===== src/rtl/wb_pkg.sv =====
// wb_pkg: shared Wishbone master FSM encoding and bus-width helpers
package wb_pkg;
    typedef enum logic [1:0] {
        WB_IDLE = 2'd0,
        WB_BUS  = 2'd1,
        WB_RESP = 2'd2
    } wb_state_e;
    localparam int WB_BYTE_WIDTH = 8;
    function automatic int wb_sel_width(input int data_width);
        return data_width / WB_BYTE_WIDTH;
    endfunction
endpackage


===== src/rtl/wb_cmd_master.sv =====
// wb_cmd_master: valid/ready command stream to single-transfer Wishbone master bridge
module wb_cmd_master
    import wb_pkg::*;
#(
    parameter int ADDR_WIDTH     = 32,
    parameter int DATA_WIDTH     = 32,
    parameter int SELECT_WIDTH   = wb_sel_width(DATA_WIDTH),
    parameter int TIMEOUT_CYCLES = 16
) (
    input  logic                    clk,
    input  logic                    rst_n,
    input  logic                    cmd_valid,
    output logic                    cmd_ready,
    input  logic                    cmd_we,
    input  logic [ADDR_WIDTH-1:0]   cmd_adr,
    input  logic [DATA_WIDTH-1:0]   cmd_dat,
    input  logic [SELECT_WIDTH-1:0] cmd_sel,
    output logic                    rsp_valid,
    input  logic                    rsp_ready,
    output logic [DATA_WIDTH-1:0]   rsp_dat,
    output logic                    rsp_timeout,
    output logic [ADDR_WIDTH-1:0]   adr_o,
    output logic [DATA_WIDTH-1:0]   dat_o,
    input  logic [DATA_WIDTH-1:0]   dat_i,
    output logic                    we_o,
    output logic [SELECT_WIDTH-1:0] sel_o,
    output logic                    stb_o,
    output logic                    cyc_o,
    input  logic                    ack_i
);
    localparam int CNT_WIDTH = (TIMEOUT_CYCLES > 0) ? $clog2(TIMEOUT_CYCLES + 1) : 1;
    localparam logic [CNT_WIDTH-1:0] CNT_LAST = CNT_WIDTH'((TIMEOUT_CYCLES > 0) ? TIMEOUT_CYCLES - 1 : 0);
    localparam logic [CNT_WIDTH-1:0] CNT_MAX  = '1;
    wb_state_e state_q, state_d;
    logic [CNT_WIDTH-1:0] cnt;
    logic accept, ack_hit, to_hit, rsp_take;
    always_comb begin
        cmd_ready = (state_q == WB_IDLE);
        accept    = cmd_ready && cmd_valid;
        ack_hit   = (state_q == WB_BUS) && ack_i;
        // ack on the timeout edge still counts as a successful transfer
        to_hit    = (state_q == WB_BUS) && !ack_i && (TIMEOUT_CYCLES != 0) && (cnt == CNT_LAST);
        rsp_take  = (state_q == WB_RESP) && rsp_valid && rsp_ready;
        state_d   = accept ? WB_BUS :
                    (ack_hit || to_hit) ? WB_RESP :
                    rsp_take ? WB_IDLE : state_q;
    end
    always_ff @(posedge clk or negedge rst_n) begin
        if (!rst_n) begin
            state_q     <= WB_IDLE;
            cnt         <= '0;
            adr_o       <= '0;
            dat_o       <= '0;
            we_o        <= 1'b0;
            sel_o       <= '0;
            stb_o       <= 1'b0;
            cyc_o       <= 1'b0;
            rsp_valid   <= 1'b0;
            rsp_dat     <= '0;
            rsp_timeout <= 1'b0;
        end else begin
            state_q <= state_d;
            if (accept) begin
                adr_o <= cmd_adr;
                dat_o <= cmd_dat;
                we_o  <= cmd_we;
                sel_o <= cmd_sel;
                stb_o <= 1'b1;
                cyc_o <= 1'b1;
                cnt   <= '0;
            end else if (ack_hit || to_hit) begin
                stb_o       <= 1'b0;
                cyc_o       <= 1'b0;
                rsp_valid   <= 1'b1;
                rsp_dat     <= ack_i ? dat_i : '0;
                rsp_timeout <= !ack_i;
            end else if (state_q == WB_BUS) begin
                cnt <= (cnt == CNT_MAX) ? cnt : cnt + 1'b1;
            end else if (rsp_take) begin
                rsp_valid <= 1'b0;
            end
        end
    end
endmodule

===== config.mk =====
export PLATFORM = sky130hd
export DESIGN_NAME = wb_cmd_master
export DESIGN_NICKNAME = d
export VERILOG_FILES = /design/src/rtl/wb_pkg.sv /design/src/rtl/wb_cmd_master.sv
export SDC_FILE = /design/constraint.sdc
export NUM_CORES = 1
export LEC_CHECK = 0
export ABC_CLOCK_PERIOD_IN_PS = 3200
export CORE_AREA = 2 2 122 94
export DETAILED_ROUTE_END_ITERATION = 12
export DIE_AREA = 0 0 124 96
export PLACE_DENSITY_LB_ADDON = 0.2
export SLEW_MARGIN = 25
export SYNTH_ARGS = -nofsm -noshare
export SYNTH_HDL_FRONTEND = slang
export SYNTH_SLANG_ARGS = --single-unit

===== constraint.sdc =====
create_clock -name clk -period 3.2 [get_ports clk]
set_clock_uncertainty 0.15 [all_clocks]
set_input_delay 0.8 -clock clk [delete_from_list [all_inputs] [get_ports clk]]
set_output_delay 0.8 -clock clk [all_outputs]
set_load 0.005 [all_outputs]

# Word level (Yosys, flattened, before mapping)
# Cells that the tools add are included.
# W data, S select, Z words.
[op_classes] n_reduce_logical=16 bitwise_logic=1 n_eq_ne=7 mux=13 add_sub_neg=1
[ops] op="$mux W32" count=1
[ops] op="$mux W5" count=4
[ops] op="$logic_and A1 B1 Y1" count=6
[ops] op="$mux W2" count=3
[ops] op="$ne A2 B2 Y1 const B" count=3
[ops] op="$reduce_and A3 Y1" count=2
[ops] op="$reduce_bool A2 Y1" count=3
[ops] op="$add A5 B1 Y5 const B" count=1
[ops] op="$eq A5 B4 Y1 const B" count=1
[ops] op="$eq A5 B5 Y1 const B" count=1
[ops] op="$mux W1" count=5
[ops] op="$reduce_bool A3 Y1" count=1
[ops] op="$eq A2 B1 Y1 const B" count=1
[ops] op="$eq A2 B2 Y1 const B" count=1
[ops] op="$logic_not A2 Y1" count=1
[ops] op="$reduce_and A2 Y1" count=1
[ops] op="$logic_not A1 Y1" count=1
[ops] op="$logic_or A1 B1 Y1" count=1
[ops] op="$not A1 Y1" count=1
[word_totals] regBits=111 word_cells=48 out_inout_bits=106 in_bits=106

# Depth between registers and ports, before layout
[depth] ltp_word=6 ltp_mapped=6 depth_no_buf=6

# Worst setup path after synthesis
# No wires, ideal clock.
[synth_path] kind="reg2reg" from="register cnt[0]" to="register cnt[3]" setup_ps=125 slack_ps=846 stages_incl_launch_ff=7 arrival_ps=2079 synth_period_minus_slack_ps=2354 required_ps=2925 path_cell_list="dfrtp_1 > ha_1 > and3_1 > ha_1 > or4b_4 > a211oi_2 > mux2_2"
[synth_via] elab_chain_cells=5 elab_cells_between_ends=12 cone_classes="add/sub: 1; eq/ne: 4; mux: 4; reduce/logical: 3"
[synth_rtl] item="start: declaration" line="wb_cmd_master.sv:35" rtl="logic [CNT_WIDTH-1:0] cnt;"
[synth_rtl] item="start signal: assignment" line="wb_cmd_master.sv:78" rtl="cnt <= (cnt == CNT_MAX) ? cnt : cnt + 1'b1;"
[synth_rtl] item="$add A5 B1 Y5 or $eq A5 B4 Y1 (tied branches)" line="wb_cmd_master.sv:78, wb_cmd_master.sv:42"
[synth_rtl] item="$mux W5 or $logic_and A1 B1 Y1 (tied branches)" line="wb_cmd_master.sv:78, wb_cmd_master.sv:42"
[synth_rtl] item="$mux W5 or $logic_or A1 B1 Y1 (tied branches)" line="wb_cmd_master.sv:77, wb_cmd_master.sv:71"
[synth_rtl] item="$mux W5 or $ne A2 B2 Y1 (tied branches)"
[synth_rtl] item="$mux W5 or $reduce_and A3 Y1 (tied branches)"
# Parallel ways exist; a longest one is shown, timed or not. The select of a mux whose other input is x is not followed.
# A chain may end at the register's enable or synchronous reset.

# Worst setup path after layout
[layout_path] from="register state_q[1]" to="output cmd_ready"
[layout_via] elab_chain_cells=1
[layout_rtl] item="start: declaration" line="wb_cmd_master.sv:34" rtl="wb_state_e state_q, state_d;"
[layout_rtl] item="start signal: assignment" line="wb_cmd_master.sv:62" rtl="state_q <= state_d;"
[layout_rtl] item="$logic_not A2 Y1" line="wb_cmd_master.sv:38" rtl="cmd_ready = (state_q == WB_IDLE);"
[layout_rtl] item="end: declaration" line="wb_cmd_master.sv:13" rtl="output logic cmd_ready,"
# Every way passes these cells.

==> summary.md <==
| Metric | Value |
|---|---|
| Rows | 33 |
| Io pins | 212 |
| Area of the mapped netlist | 0.00419 sq mm |
| Clock Tree Buf Depth | 2 |
| FFs w/ async S/R, synth | 100% |
| Mapped Nets | 377 |
| Final setup TNS | 0 ns |
| Clk sinks | 111 |
| Hold buffer count at CTS | 0 |
| Multi-input gate area | 0.00133 sq mm |
| Total grt overflow | 0 |
| Top cell type's share of synthesized area | 66.3% |
| Cell depth of the worst setup path | 2 |
| Critical Path RT | 2.25 ns |
| Achievable Freq | 400 MHz |
| RSZ-0062 raised after global routing | no |
| Clock transition at path regs | 0.07 ns |
| Total die area | 0.0119 sq mm |
| Clock network fraction of design power | 20.7% |
| EDFF count, synth | 0 |
| Worst R2R Path Depth | 6 |
| Sw Ratio | 25.8% |
| Antenna-violating nets left | 0 |
| Sw power | 1.68 mW |
| Initial core utilization | 39.0% |
| Vias per Instance | 4.79 |
| Measured slew at the worst slew-check pin | 0.806 ns |
| Layout area overhead | 63.3% |
| CTS root buf | clkbuf_16 |
| Critical Path Slowest Stage Cell | clkdlybuf4s50_1 |
| Max-slew violation count | 0 |
| Crit path from | state_q[1] |
| WP data arrival | 1.55 ns |
| PortBufs | 211 |
| DIE WIDTH | 124 microns |
| Largest cells by area after synthesis | dfrtp_1, mux2_2, a22o_1, buf_2, ha_1 |
| Finished Cell Area | 0.00684 sq mm |
| TritonCTS clock tree | done |
| Layout cells sized above 1 | 20.0% |
| Critical-path cell list | nor2_1 -> clkdlybuf4s50_1 |
| CP peak stage delay | 0.54 ns |
| WL/cell | 16.3 microns |
| Hold_sp | rsp_dat[2] |
| Fin crit period | 2.50 ns |
| CP endpoint | cmd_ready |
| Placer Congestion | 0.719 |
| Sequential cell area | 0.00278 sq mm |
| Combinational share of power | 41.2% |
| VDD IR-drop max | 0.515 mV |
| TritonRoute pass-1 iters | 4 |
| Initial drt markers | 101 |
| Setup violators final | 0 |
| Final hold violations | 0 |
| Synth cell count leaders | dfrtp_1, mux2_2, a22o_1, buf_2, nand2_1 |
| CP Launch Type | flip-flop |
| Skew-Pair Late Insertion Delay | 0.33 ns |
| Most frequent cell after synthesis | dfrtp_1 |
| Synth area leader | dfrtp_1 |
| Sequential area share after synthesis | 66.3% |
| Fill count | 816 |
| Fin nets | 588 |
| LEAKAGE | 2.87 nW |
| H-Tree Depth | 3 |
| Final period util | 78.1% |
| Worst Hold Depth | 1 |
| Reg-to-reg endpoint | cnt[3] |
| # Post-CTS Setup Buffers | 0 |
| Initial antenna violation count | 0 |
| Ys flop type | dfrtp_1 |
| R2R Setup Slk | 0.71 ns |
| Outcome | finished clean |
| Part of the power in registers | 38.2% |
| Vias after detailed routing | 2,988 |
| CP Max Fanout | 8 |
| CP Capture Type | primary output |
| Cells after synthesis | 268 |
| Cell family with most CP delay | buffers and inverters |
| Total global-route track usage | 17.1% |
| Cell variety after synth | 27 |
| WS Path Type | reg2out |
| Int Power | 4.83 mW |
| HPWL Detailed | 7.41 mm |
| P per Cell Area | 952 mW/mm^2 |
| CTS buffer count | 9 |
| Core area | 0.0107 sq mm |
| Vias in the first global route | 2,998 |
| Largest net degree at the start of global routing | 64 |
| Hold WC Path Type | reg2reg |
| Synthesized flop and latch total | 111 |
| Max_cap viols | 0 |
| YS warnings | 0 |
| Worst relative slew slack | 46.3% |
| RR Startpoint | cnt[0] |
| Instance area after placement | 0.00646 sq mm |
| First-pass GRT wire length | 15.5 mm |
| Post-CTS Resized | 0 |
| Crit path buffers/inverters | 1 |
| Diode count | 0 |
| Die H | 96 microns |
| Syn_area_per_cell | 15.6 sq um |
| Routed Wire Length | 10.2 mm |
| # DRC | 0 |
[worst min path at each step]
stage	end	slack, ns
floorplan	cnt[0]	0.33
global placement	rsp_valid	0.33
finish	rsp_dat[2]	0.36
detailed placement	rsp_dat[23]	0.34
CTS	dat_o[6]	0.36
global route	rsp_dat[13]	0.37
[state kept, by name (all words and copies together), names as in the netlist]
name / count
rsp_timeout: 1
rsp_dat: 32
we_o: 1
cnt: 5
dat_o: 32
sel_o: 4
adr_o: 32
state_q: 2
cyc_o: 1
rsp_valid: 1
[kinds of logic (layout without fill, tap and decap cells)]
kind of cell,after synthesis,count (layout),synth area share [%]
buffers and inverters,18,234,2.09
AND/OR/NAND/NOR,23,23,3.26
AO/OA/AOI/OAI,41,41,8.10
adder cells (fa/ha/maj),3,3,0.896
multiplexers,72,72,19.3
flip-flops,111,111,66.3
[worst reg2reg max path: cells and delay by family, from the launching register on]
family | cells | cell delay (ns)
muxes | 1 | 0.35
AOI/OAI and AO/OA | 1 | 0.23
and+or+nand+nor | 2 | 0.76
adders and majority gates | 2 | 0.47
DFF | 1 | 0.41
[cell usage in the layout, fill, tap and decap left out]
cell type          n
clkbuf_8           1
inv_1              2
nor3b_4            1
nor3_1             1
mux2_2            71
ha_1               3
clkdlybuf4s50_1  210
mux2i_1            1
a21o_1             2
clkinv_4           1
clkbuf_1           1
and2_1             1
nor2b_1            2
nor2_1             4
nor2b_2            1
bufinv_16          4
o22ai_1            1
or4b_4             1
buf_4              4
buf_12             2
nand3b_1           2
clkbuf_16          9
and3_1             1
dfrtp_1          111
o21ai_0            1
a211oi_2           1
a21oi_1            3
nand3_1            2
nand2b_1           2
o21ai_2            1
a22o_1            32
nand2_1            5
[power groups by stage]
| stage | combinational (mW) | sequential [mW] | clock, mW |
|---|---|---|---|
| finish | 2.68 | 2.49 | 1.34 |
| global route | 2.91 | 2.58 | 1.44 |
| global placement | 2.66 | 2.48 | 0 |
| CTS | 2.73 | 2.49 | 1.38 |
| detailed placement | 2.72 | 2.50 | 0 |
| floorplan | 0.970 | 2.52 | 0 |
[routing by layer]
metal	GRT usage, %	share of wire [%]	wire length (microns)	vias to the layer above
met5	0	0	0	-
met4	4.49	0.80	81	0
met3	7.41	11	1130	7
met2	27.4	45	4570	142
met1	21.2	43	4390	1452
li1	-	-	-	1387
[cell type report]
| type | instances | share of cell area [%] |
|---|---|---|
| clock inverters | 5 | 1.89 |
| multi-input cells | 139 | 19.5 |
| repair buffers | 216 | 31.8 |
| inverters | 2 | 0.110 |
| clock buffers | 11 | 3.55 |
| flip-flops and latches | 111 | 40.6 |
| well taps | 140 | 2.56 |
[through the flow]
| step | hold slack [ns] | util (%) | total power [mW] | cells | setup slack (ns) |
|---|---|---|---|---|---|
| final | 0.357 | 63.7 | 6.51 | 624 | 0.702 |
| after global routing | 0.372 | 63.7 | 6.92 | 624 | 0.610 |
| after CTS | 0.360 | 63.7 | 6.61 | 624 | 0.696 |
| after detailed placement | 0.341 | 60.2 | 5.22 | 608 | 0.493 |
| after global placement | 0.332 | 60.2 | 5.14 | 608 | 0.508 |
| after floorplan | 0.328 | - | 3.49 | 268 | 0.846 |
(Power assumes the default switching activity.)
